## config.mk

```make
export PLATFORM = sky130hd
export DESIGN_NAME = branch_predictor
export DESIGN_NICKNAME = d
export VERILOG_FILES = /design/src/rtl/bp_pkg.sv /design/src/rtl/bp_sat_counter.sv /design/src/rtl/branch_predictor.sv
export SDC_FILE = /design/constraint.sdc
export NUM_CORES = 1
export LEC_CHECK = 0
export CAP_MARGIN = 30
export CORE_ASPECT_RATIO = 1.2
export CORE_MARGIN = 4
export CORE_UTILIZATION = 60
export CTS_BUF_LIST = sky130_fd_sc_hd__clkbuf_4
export DETAILED_ROUTE_END_ITERATION = 16
export DONT_BUFFER_PORTS = 1
export GPL_ROUTABILITY_DRIVEN = 1
export PLACE_DENSITY_LB_ADDON = 0.08
export SLEW_MARGIN = 10
export SYNTH_ARGS = -nofsm -noshare
export SYNTH_HDL_FRONTEND = slang
export SYNTH_HIERARCHICAL = 1
export SYNTH_SLANG_ARGS = --single-unit
```

## constraint.sdc

```tcl
create_clock -name clk -period 5.1 [get_ports clk]
set_input_delay 0.765 -clock clk [delete_from_list [all_inputs] [get_ports clk]]
set_output_delay 0.765 -clock clk [all_outputs]
set_load 0.03 [all_outputs]
```

## src/rtl/bp_pkg.sv

```systemverilog
// Shared definitions for the branch predictor.
// Holds the direction-counter constants, PC index/tag extraction helpers,
// and the update record the core carries down ID/EX with each instruction.
package bp_pkg;

   localparam int BP_XLEN = 32;

   // Saturated-taken value, all ones.
   function automatic int unsigned ctr_max(input int w);
      return (32'd1 << w) - 32'd1;
   endfunction

   // Weakly taken: MSB set, remaining bits clear.
   function automatic int unsigned ctr_weak_taken(input int w);
      return 32'd1 << (w - 1);
   endfunction

   // Weakly not-taken: MSB clear, remaining bits set.
   function automatic int unsigned ctr_weak_not_taken(input int w);
      return (32'd1 << (w - 1)) - 32'd1;
   endfunction

   // Table index: word-aligned PC bits directly above the byte offset.
   function automatic logic [BP_XLEN-1:0] pc_idx(input logic [BP_XLEN-1:0] pc,
                                                 input int idx_w);
      return (pc >> 2) & ((32'd1 << idx_w) - 32'd1);
   endfunction

   // Tag: the TAG_W bits immediately above the index field.
   function automatic logic [BP_XLEN-1:0] pc_tag(input logic [BP_XLEN-1:0] pc,
                                                 input int idx_w,
                                                 input int tag_w);
      return (pc >> (idx_w + 2)) & ((32'd1 << tag_w) - 32'd1);
   endfunction

   // Resolved-branch record as it leaves EX.
   typedef struct packed {
      logic               valid;
      logic [BP_XLEN-1:0] pc;
      logic               is_jump;
      logic               taken;
      logic [BP_XLEN-1:0] target;
      logic               pred_taken;
      logic [BP_XLEN-1:0] pred_target;
   } bp_upd_t;

endpackage

```

## src/rtl/bp_sat_counter.sv

```systemverilog
// Combinational saturating next-value for a W-bit direction counter.
// Ports:
//   cur     - current counter value
//   inc     - step up by one, holding at all-ones
//   dec     - step down by one, holding at zero
//   set_max - force all-ones (highest priority)
//   nxt     - resulting value
module bp_sat_counter #(
   parameter int W = 2
) (
   input  logic [W-1:0] cur,
   input  logic         inc,
   input  logic         dec,
   input  logic         set_max,
   output logic [W-1:0] nxt
);

   localparam logic [W-1:0] MAX = '1;

   always_comb begin
      nxt = cur;
      if (set_max) begin
         nxt = MAX;
      end else if (inc) begin
         if (cur != MAX) nxt = cur + W'(1);
      end else if (dec) begin
         if (cur != '0) nxt = cur - W'(1);
      end
   end

endmodule

```

## src/rtl/branch_predictor.sv

```systemverilog
// Direct-mapped BTB with per-entry saturating direction counters.
// IF looks up every cycle (combinational, no bypass of same-cycle updates);
// EX reports each resolved branch/jump, which trains the table and produces
// the redirect decision and corrected fetch PC.
// Ports:
//   clk, rst            - clock, synchronous active-low reset
//   lookup_pc           - IF-stage PC
//   pred_hit/taken/target - prediction for lookup_pc
//   upd_*               - resolved instruction from EX
//   flush_all           - invalidate every entry (fence.i)
//   redirect/redirect_pc - misprediction flush and corrected PC
//   cnt_resolved/cnt_mispred - wrapping performance counters
module branch_predictor
   import bp_pkg::*;
#(
   parameter int XLEN    = 32,
   parameter int ENTRIES = 16,
   parameter int TAG_W   = 8,
   parameter int CTR_W   = 2
) (
   input  logic            clk,
   input  logic            rst,
   input  logic [XLEN-1:0] lookup_pc,
   output logic            pred_hit,
   output logic            pred_taken,
   output logic [XLEN-1:0] pred_target,
   input  logic            upd_valid,
   input  logic [XLEN-1:0] upd_pc,
   input  logic            upd_is_jump,
   input  logic            upd_taken,
   input  logic [XLEN-1:0] upd_target,
   input  logic            upd_pred_taken,
   input  logic [XLEN-1:0] upd_pred_target,
   input  logic            flush_all,
   output logic            redirect,
   output logic [XLEN-1:0] redirect_pc,
   output logic [XLEN-1:0] cnt_resolved,
   output logic [XLEN-1:0] cnt_mispred
);

   localparam int IDX_W = $clog2(ENTRIES);

   localparam int unsigned CTR_MAX_I = ctr_max(CTR_W);
   localparam int unsigned CTR_WT_I  = ctr_weak_taken(CTR_W);
   localparam int unsigned CTR_WNT_I = ctr_weak_not_taken(CTR_W);
   localparam logic [CTR_W-1:0] CTR_MAX = CTR_MAX_I[CTR_W-1:0];
   localparam logic [CTR_W-1:0] CTR_WT  = CTR_WT_I[CTR_W-1:0];
   localparam logic [CTR_W-1:0] CTR_WNT = CTR_WNT_I[CTR_W-1:0];

   logic             valid_q   [ENTRIES];
   logic [TAG_W-1:0] tag_q     [ENTRIES];
   logic [CTR_W-1:0] ctr_q     [ENTRIES];
   logic [XLEN-1:0]  target_q  [ENTRIES];
   logic             is_jump_q [ENTRIES];

   // ---------------- lookup ----------------
   logic [IDX_W-1:0] lk_idx;
   logic [TAG_W-1:0] lk_tag;
   logic [XLEN-1:0]  lk_seq;

   assign lk_idx = lookup_pc[IDX_W+1:2];
   assign lk_tag = lookup_pc[IDX_W+2 +: TAG_W];
   assign lk_seq = lookup_pc + XLEN'(4);

   always_comb begin
      pred_hit    = valid_q[lk_idx] && (tag_q[lk_idx] == lk_tag);
      pred_taken  = pred_hit && (is_jump_q[lk_idx] || ctr_q[lk_idx][CTR_W-1]);
      pred_target = pred_taken ? target_q[lk_idx] : lk_seq;
   end

   // ---------------- redirect ----------------
   // Compare against the carried-down predicted next PC rather than the
   // direction bit alone, so a taken branch with a stale target also flushes.
   logic [XLEN-1:0] actual_next;

   assign actual_next = upd_taken ? upd_target : (upd_pc + XLEN'(4));
   assign redirect    = upd_valid && (actual_next != upd_pred_target);
   assign redirect_pc = actual_next;

   // The direction bit travels with the record for the core's benefit; the
   // flush decision needs only the target.
   logic unused_pred_taken;
   assign unused_pred_taken = upd_pred_taken;

   // ---------------- training ----------------
   logic [IDX_W-1:0] up_idx;
   logic [TAG_W-1:0] up_tag;
   logic             up_hit;
   logic [CTR_W-1:0] ctr_nxt;

   assign up_idx = upd_pc[IDX_W+1:2];
   assign up_tag = upd_pc[IDX_W+2 +: TAG_W];
   assign up_hit = valid_q[up_idx] && (tag_q[up_idx] == up_tag);

   bp_sat_counter #(
      .W (CTR_W)
   ) u_ctr (
      .cur     (ctr_q[up_idx]),
      .inc     (up_hit && !upd_is_jump && upd_taken),
      .dec     (up_hit && !upd_is_jump && !upd_taken),
      .set_max (up_hit && upd_is_jump),
      .nxt     (ctr_nxt)
   );

   always_ff @(posedge clk) begin
      if (!rst) begin
         for (int i = 0; i < ENTRIES; i++) begin
            valid_q[i]   <= 1'b0;
            tag_q[i]     <= '0;
            ctr_q[i]     <= CTR_WNT;
            target_q[i]  <= '0;
            is_jump_q[i] <= 1'b0;
         end
         cnt_resolved <= '0;
         cnt_mispred  <= '0;
      end else begin
         // Perf counters keep counting through a flush.
         if (upd_valid) cnt_resolved <= cnt_resolved + XLEN'(1);
         if (redirect)  cnt_mispred  <= cnt_mispred + XLEN'(1);

         if (flush_all) begin
            for (int i = 0; i < ENTRIES; i++) begin
               valid_q[i] <= 1'b0;
            end
         end else if (upd_valid) begin
            if (up_hit) begin
               ctr_q[up_idx]     <= ctr_nxt;
               is_jump_q[up_idx] <= upd_is_jump;
               if (upd_taken) target_q[up_idx] <= upd_target;
            end else if (upd_taken) begin
               // Not-taken misses are not allocated: they would only
               // predict the fall-through that fetch produces anyway.
               valid_q[up_idx]   <= 1'b1;
               tag_q[up_idx]     <= up_tag;
               target_q[up_idx]  <= upd_target;
               is_jump_q[up_idx] <= upd_is_jump;
               ctr_q[up_idx]     <= upd_is_jump ? CTR_MAX : CTR_WT;
            end
         end
      end
   end

endmodule

```

==> results.md, run 1 <==
- Outcome: finished, final reports clean
- Grt total ovfl: 0
- Synthesized cell area: 39,300 um^2
- Final #Nets: 3,213
- Fill cell count: 4,725
- DIE HEIGHT: 288 um
- Rel. slew slack: 30.1%
- Max Cap Violations: 0
- Top_reg_cell synth: edfxtp_1
- RePlAce Congestion: 0.928
- Final hold vios: 0
- P&R area growth vs syn: 9.74%
- Io pins: 266
- Setup CP Type: flip-flop to output port
- Hold Path Depth: 2
- Tightest Hold Check Type: input port to flip-flop
- Via-per-instance ratio: 6.83
- Busiest grt layer: met2
- CTS root buffer: clkbuf_4
- Worst Tran Pin Value: 1.05 ns
- RSZ-0062 raised after global routing: no
- Vias in the first global route: 27,900
- Drt drc: 0
- Global-route wire length before repair: 179 mm
- CP top delay family: multiplexers
- Cell Area, Placed: 40,300 um^2
- Min Hold Slack: 0.115 ns
- Synth unique cells: 73
- Largest net degree at the start of global routing: 185
- Clock latency at the later pin of the worst-skew pair: 1.03 ns
- HPWL Detailed: 73.1 mm
- CP max FO: 57
- Setup bufs post-CTS: 0
- Seq cells post-synth: 768
- Most used cell, CP: mux4_2
- # rows: 102
- Layout cells sized above 1: 23.0%
- Max H-tree Level: 4
- CP max-delay cell: mux4_2
- Worst IR drop on VDD: 0.195 mV
- CP Buf/Inv Count: 2
- Fmax: 0.205 GHz
- Ratio of total power to cell area: 312 nW/um^2
- Via count: 27,700
- Ys Warns: 6
- DRT iter0 DRCs: 3,267
- Detailed Route WL: 121 mm
- TritonCTS buffer count: 189
- GRT met2 Usage: 58.1%
- Core box area: 64,700 um^2
- Worst Setup End Kind: output port
- WL per Instance: 29.9 um
- Post-Syn Instances: 3,007
- Worst path required time: 4.34 ns
- Clock Tree Buf Depth: 3
- CP peak stage delay: 0.54 ns
- Slew Limit Fails: 0
- Drt pass-1 iters: 6
- Post-synth EDFFs: 672
- Critical path launch point type: flip-flop
- CTS tree: done
- Stages on worst setup path: 9
- Die X: 242 um
- Finished layout cell area: 43,100 um^2
- Met1 Use GR: 42.7%
- Leak Pwr: 15.9 nW
- CP arrival: 4.10 ns
- Post-synthesis net count: 3,149
- Final Setup Violations: 0
- Antenna viol nets, final: 0
- Port bufs: 0
- Worst Skew: 0.0540 ns
- Initial antenna violation count: 13
- Path depth of the worst reg2reg path: 12
- Fin crit share: 95.5%
- Routing usage on met3: 9.46%
- Clk slew on worst S/H paths: 0.07 ns
- Initial Util: 60.7%
- Synth async-reset ratio: 0%
- Crit-path cells: mux4_2 > mux4_2 > xnor2_2 > nand4_1 > nor4_2 > buf_12 > nand2_1 > o21ai_0 > buf_4
- Die Area: 69,700 um^2
- Mapped Avg Cell Area: 13.1 um^2
- Global-route total usage across every layer: 34.6%
- Final min period: 4.87 ns
- Sequential share of the synthesized area: 56.3%
- Setup_tns: 0 ns
- CTS sink count: 768
==> cell usage in the layout (no fill, tap or decap), drive strengths merged, types with 27 or more instances in the layout <==
| master | Yosys | final |
|---|---|---|
| nand3 | 65 | 65 |
| dfxtp | 96 | 96 |
| buf | 64 | 132 |
| inv | 30 | 33 |
| dlygate4sd3 | 0 | 41 |
| clkinv | 4 | 47 |
| xor2 | 48 | 48 |
| nand2 | 169 | 169 |
| and2 | 185 | 185 |
| and3 | 423 | 423 |
| nor2 | 117 | 117 |
| edfxtp | 672 | 672 |
| a21oi | 53 | 53 |
| clkbuf | 236 | 271 |
| nand4 | 39 | 39 |
| nor3 | 86 | 86 |
| mux4 | 260 | 260 |
| o21ai | 116 | 116 |
| xnor2 | 82 | 82 |
| nor4 | 27 | 27 |
| o31ai | 39 | 39 |
==> path summary, 6_finish.rpt <==
path / slack [ns] / from / endpoint
worst max register to register: 1.24 / tag_q[15][6] / ctr_q[0][1]
worst min register to register: 0.48 / valid_q[2] / valid_q[2]
worst max-delay path: 0.23 / tag_q[15][6] / pred_target[29]
worst min-delay path: 0.11 / rst / cnt_mispred[25]
==> synthesized netlist by cell type, drive strengths merged, types with 4 or more instances <==
cell type	number	area share [%]
edfxtp	672	51
and3	423	6.7
mux4	260	15
clkbuf	236	2.3
and2	185	2.9
nand2	169	1.6
nor2	117	1.1
o21ai	116	1.5
dfxtp	96	4.9
nor3	86	1.1
xnor2	82	1.8
nand3	65	0.84
buf	64	0.81
a21oi	53	0.68
xor2	48	1.1
nand4	39	0.69
o31ai	39	0.75
inv	30	0.29
nor4	27	0.54
or4	21	0.41
o211ai	18	0.34
nand2b	17	0.27
or3	16	0.25
mux2i	11	0.28
mux2	9	0.26
nor2b	9	0.14
a211oi	7	0.13
ha	7	0.22
nand3b	7	0.13
a21o	6	0.11
and4	6	0.13
o311ai	6	0.13
or2	5	0.080
a2111oi	4	0.11
a31oi	4	0.10
clkinv	4	0.038
nor3b	4	0.076
o41ai	4	0.089
==> cell families after synthesis <==
family                   count (synthesis)  synth area share [%]
adder cells (fa/ha/maj)                  7                 0.223
AO/OA/AOI/OAI                          288                  4.61
buffers and inverters                  334                  3.39
XOR/XNOR                               130                  2.90
AND/OR/NAND/NOR                       1200                  17.2
flip-flops                             768                  56.3
multiplexers                           280                  15.4
==> where the power goes <==
group          leakage [nW]  total, mW  internal [mW]  switching, mW
clock network          1.38       5.00           2.53           2.47
logic                  7.34       1.27          0.561          0.706
registers              7.16       7.21           7.10          0.104
==> metrics by stage <==
| stage | util (%) | std cells | total power, mW | setup slack, ns |
|---|---|---|---|---|
| after CTS | 66.5 | 4032 | 13.5 | 0.0175 |
| after global placement | 62.2 | 3667 | 8.46 | 0.752 |
| after floorplan | - | 3007 | 8.24 | 0.351 |
| final | 66.6 | 4053 | 13.5 | 0.232 |
| after detailed placement | 62.3 | 3669 | 8.51 | 0.722 |
| after global routing | 66.6 | 4040 | 13.9 | 0.0869 |
==> what timing repair did <==
item                                    in CTS  in global routing
endpoints found under the setup margin       0                  8
hold buffers                                42                  0
gates resized for setup                      0                  2
endpoints found under the hold margin      628                  0
==> registers in the layout, indices dropped and copies added (netlist names) <==
register      count
target_q        512
tag_q           128
cnt_mispred      32
cnt_resolved     32
ctr_q            32
is_jump_q        16
valid_q          16
==> cell type report <==
class                      count  area, um^2  area share, %
antenna                       20        50.0          0.116
clock buffer                 271        2030           4.72
clock inverter                50         267          0.618
inverter                      34         128          0.296
multi-input combinational   1905       16000           37.1
sequential                   768       22100           51.3
tap                          832        1040           2.41
timing repair buffer         173        1480           3.44
==> layer usage <==
metal	up-vias	wire length [um]
met5	-	10
met4	2	5190
met3	286	13500
met2	1680	60600
met1	13900	41900
li1	11800	-
(Power assumes the default switching activity.)
==> inputs of run 2 (changes only) <==
--- a/config.mk
+++ b/config.mk
@@ -8,7 +8,7 @@
 export CAP_MARGIN = 30
 export CORE_ASPECT_RATIO = 1.2
 export CORE_MARGIN = 4
-export CORE_UTILIZATION = 60
+export CORE_UTILIZATION = 39
 export CTS_BUF_LIST = sky130_fd_sc_hd__clkbuf_4
 export DETAILED_ROUTE_END_ITERATION = 16
 export DONT_BUFFER_PORTS = 1
==> run 2 against run 1 <==
Register-to-register slack better by 0.16 ns. Critical path depth is 1 higher. Die area is 52% higher. First-iteration DRC count is 16% lower. Total power is 3.5% higher. Non-clock buffer count is 16 higher. Clock-buffer cell count is 17 higher. Global-route usage is 9.0 points lower. Final area is 2.3% higher. Sequential share of layout area is 1.2 points lower. Via count is 0.51% lower. Wire length is 15% higher. Largest power group unchanged.
==> results.md, run 2 (synthesis results as in run 1) <==
- Final min period: 5.04 ns (+0.172 ns)
- Io pins: 266 (unchanged)
- Detailed Route WL: 139 mm (+15%)
- Port bufs: 0 (unchanged)
- Grt total ovfl: 0 (unchanged)
- Switching pwr: 3.48 mW (+6.0%)
- Multi-input logic area: 16,000 um^2 (+0.17%)
- Final Setup Violations: 0 (unchanged)
- Antenna viol nets, final: 0 (unchanged)
- Largest regs: target_q (512), tag_q (128)
- Global-route total usage across every layer: 25.6% (-9.0 points)
- Worst Tran Pin Value: 0.980 ns (-0.0683 ns)
- Drt pass-1 iters: 5 (-1)
- RR Startpoint: tag_q[5][3]
- CTS tree: done
- DRT iter0 DRCs: 2,742 (-16%)
- Critical path launch point type: flip-flop
- Clock latency at the later pin of the worst-skew pair: 1.09 ns (+0.06 ns)
- Initial antenna violation count: 11 (-2)
- Fin crit share: 98.8% (+3.4 points)
- Leak Pwr: 16.1 nW (+1.5%)
- Min Hold Slack: 0.160 ns (+0.0455 ns)
- RePlAce Congestion: 0.923 (-0.52%)
- Most frequent cells in the layout: edfxtp_1 (672), and3_1 (420), clkbuf_4 (288)
- Worst IR drop on VDD: 0.176 mV (-9.9%)
- Outcome: finished, final reports clean
- Layout cells sized above 1: 23.9% (+0.92 points)
- Clk pwr share: 38.6% (+1.5 points)
- Hold endpoint: tag_q[12][4]
- Fill cell count: 9,109 (+93%)
- Internal Power: 10.5 mW (+2.6%)
- Clock Tree Buf Depth: 3 (unchanged)
- Reg area: 22,100 um^2 (unchanged)
- Fmax: 0.198 GHz (-3.4%)
- WL per Instance: 30.7 um (+2.6%)
- Initial Util: 39.3% (-21 points)
- Global-route wire length before repair: 197 mm (+10%)
- Largest net degree at the start of global routing: 185 (unchanged)
- Clk slew on worst S/H paths: 0.08 ns (about the same)
- Via count: 27,600 (-0.51%)
- CP arrival: 4.27 ns (+0.17 ns)
- Drt drc: 0 (unchanged)
- Final hold vios: 0 (unchanged)
- Die Area: 106,000 um^2 (+52%)
- CTS root buffer: clkbuf_4
- P&R area growth vs syn: 12.3%
- Commonest non-fill, non-tap cell in the layout: edfxtp_1
- Logic pwr share: 9.7% (+0.3 points)
- Core box area: 99,900 um^2 (+54%)
- Setup_tns: 0 ns (unchanged)
- CP max FO: 9 (-84%)
- Hold Path Depth: 2 (unchanged)
- Slew Limit Fails: 0 (unchanged)
- DIE HEIGHT: 356 um (+23%)
- Worst path required time: 4.34 ns (about the same)
- Worst Setup End Kind: output port
- Max Cap Violations: 0 (unchanged)
- Rel. slew slack: 34.7% (+4.6 points)
- CTS sink count: 768 (unchanged)
- Max H-tree Level: 4 (unchanged)
- Sw Ratio: 24.9% (+0.60 points)
- Path depth of the worst reg2reg path: 10 (-2)
- TritonCTS buffer count: 199 (+5.3%)
- Critical R2R Capture: ctr_q[1][0]
- # rows: 127 (+25%)
- Ratio of total power to cell area: 316 nW/um^2 (+1.1%)
- Tightest Hold Check Type: input port to flip-flop
- HP Start: rst
- Largest Register: target_q
- Vias in the first global route: 28,100 (+0.75%)
- Die X: 298 um (+23%)
- Via-per-instance ratio: 6.08 (-11%)
- Setup CP Type: flip-flop to output port
- Seq pwr share: 51.7% (-1.8 points)
- Worst Skew: 0.0829 ns (+0.0288 ns)
- HPWL Detailed: 83.9 mm (+15%)
- Flop2flop setup slack: 1.40 ns (+0.16 ns)
- Final #Nets: 3,239 (+0.81%)
- Max reg flops: 512 (unchanged)
[run 2: through the flow]
step	util (%)	area (um^2)	setup WS [ns]	total power, mW	instances
after floorplan	-	39300	0.351	8.24	3007
after global placement	40.8	40800	0.685	8.56	4123
after detailed placement	40.9	40900	0.678	8.59	4128
after CTS	43.9	43900	0.0134	14.1	4513
after global routing	44.1	44100	-0.0342	14.5	4526
final	44.1	44100	0.0605	13.9	4535
[run 2: worst max path at each step]
stage	from	end	slack [ns]	cells past startpoint
after floorplan	upd_pc[2]	redirect	0.35	15
after global placement	lookup_pc[2]	pred_target[11]	0.69	10
after detailed placement	upd_pc[2]	redirect	0.68	11
after CTS	tag_q[15][5]	pred_target[11]	0.01	9
after global routing	tag_q[15][4]	pred_target[6]	-0.03	10
final	tag_q[15][4]	pred_target[6]	0.06	10
[run 2: critical path, stage by stage (launching register included)]
cell and delay (ns):
edfxtp_1 0.41, mux4_2 0.56, mux4_2 0.51, xnor2_1 0.15, nand4_1 0.27, nor4_4 0.35
buf_4 0.19, clkbuf_16 0.20, nand2_1 0.06, o21ai_0 0.21, buf_4 0.26
[run 2: area by class of cell]
cell class                      instances  share of cell area (%)
Multi-Input combinational cell       1905                    36.4
Clock buffer                          288                    4.90
Clock inverter                         49                   0.766
Timing Repair Buffer                  189                    3.86
Tap cell                             1290                    3.66
Inverter                               34                   0.289
Antenna cell                           12                  0.0681
Sequential cell                       768                    50.1
[run 2: power groups by stage]
stage                     clock network [mW]  logic [mW]  registers [mW]
after detailed placement                   0        1.25            7.34
final                                   5.38        1.35            7.21
after CTS                               5.52        1.35            7.21
after floorplan                            0       0.944            7.30
after global placement                     0        1.24            7.32
after global routing                    5.86        1.41            7.23
[run 2: metal layers]
layer | up-vias | wire (um) | GRT usage (%)
met4 | 6 | 4260 | 8.67
met1 | 14300 | 52300 | 30.6
li1 | 11900 | - | -
met2 | 1162 | 71600 | 45.1
met3 | 254 | 10900 | 6.42
met5 | - | 51 | 0
[run 2: repair_timing]
item,4_1_cts,5_1_grt
hold buffers,48,0
hold endpoints to repair,646,0
buffers inserted,0,5
gates cloned,0,3
pin swaps,0,2
endpoints found under the setup margin,2,6
resized for setup,3,14
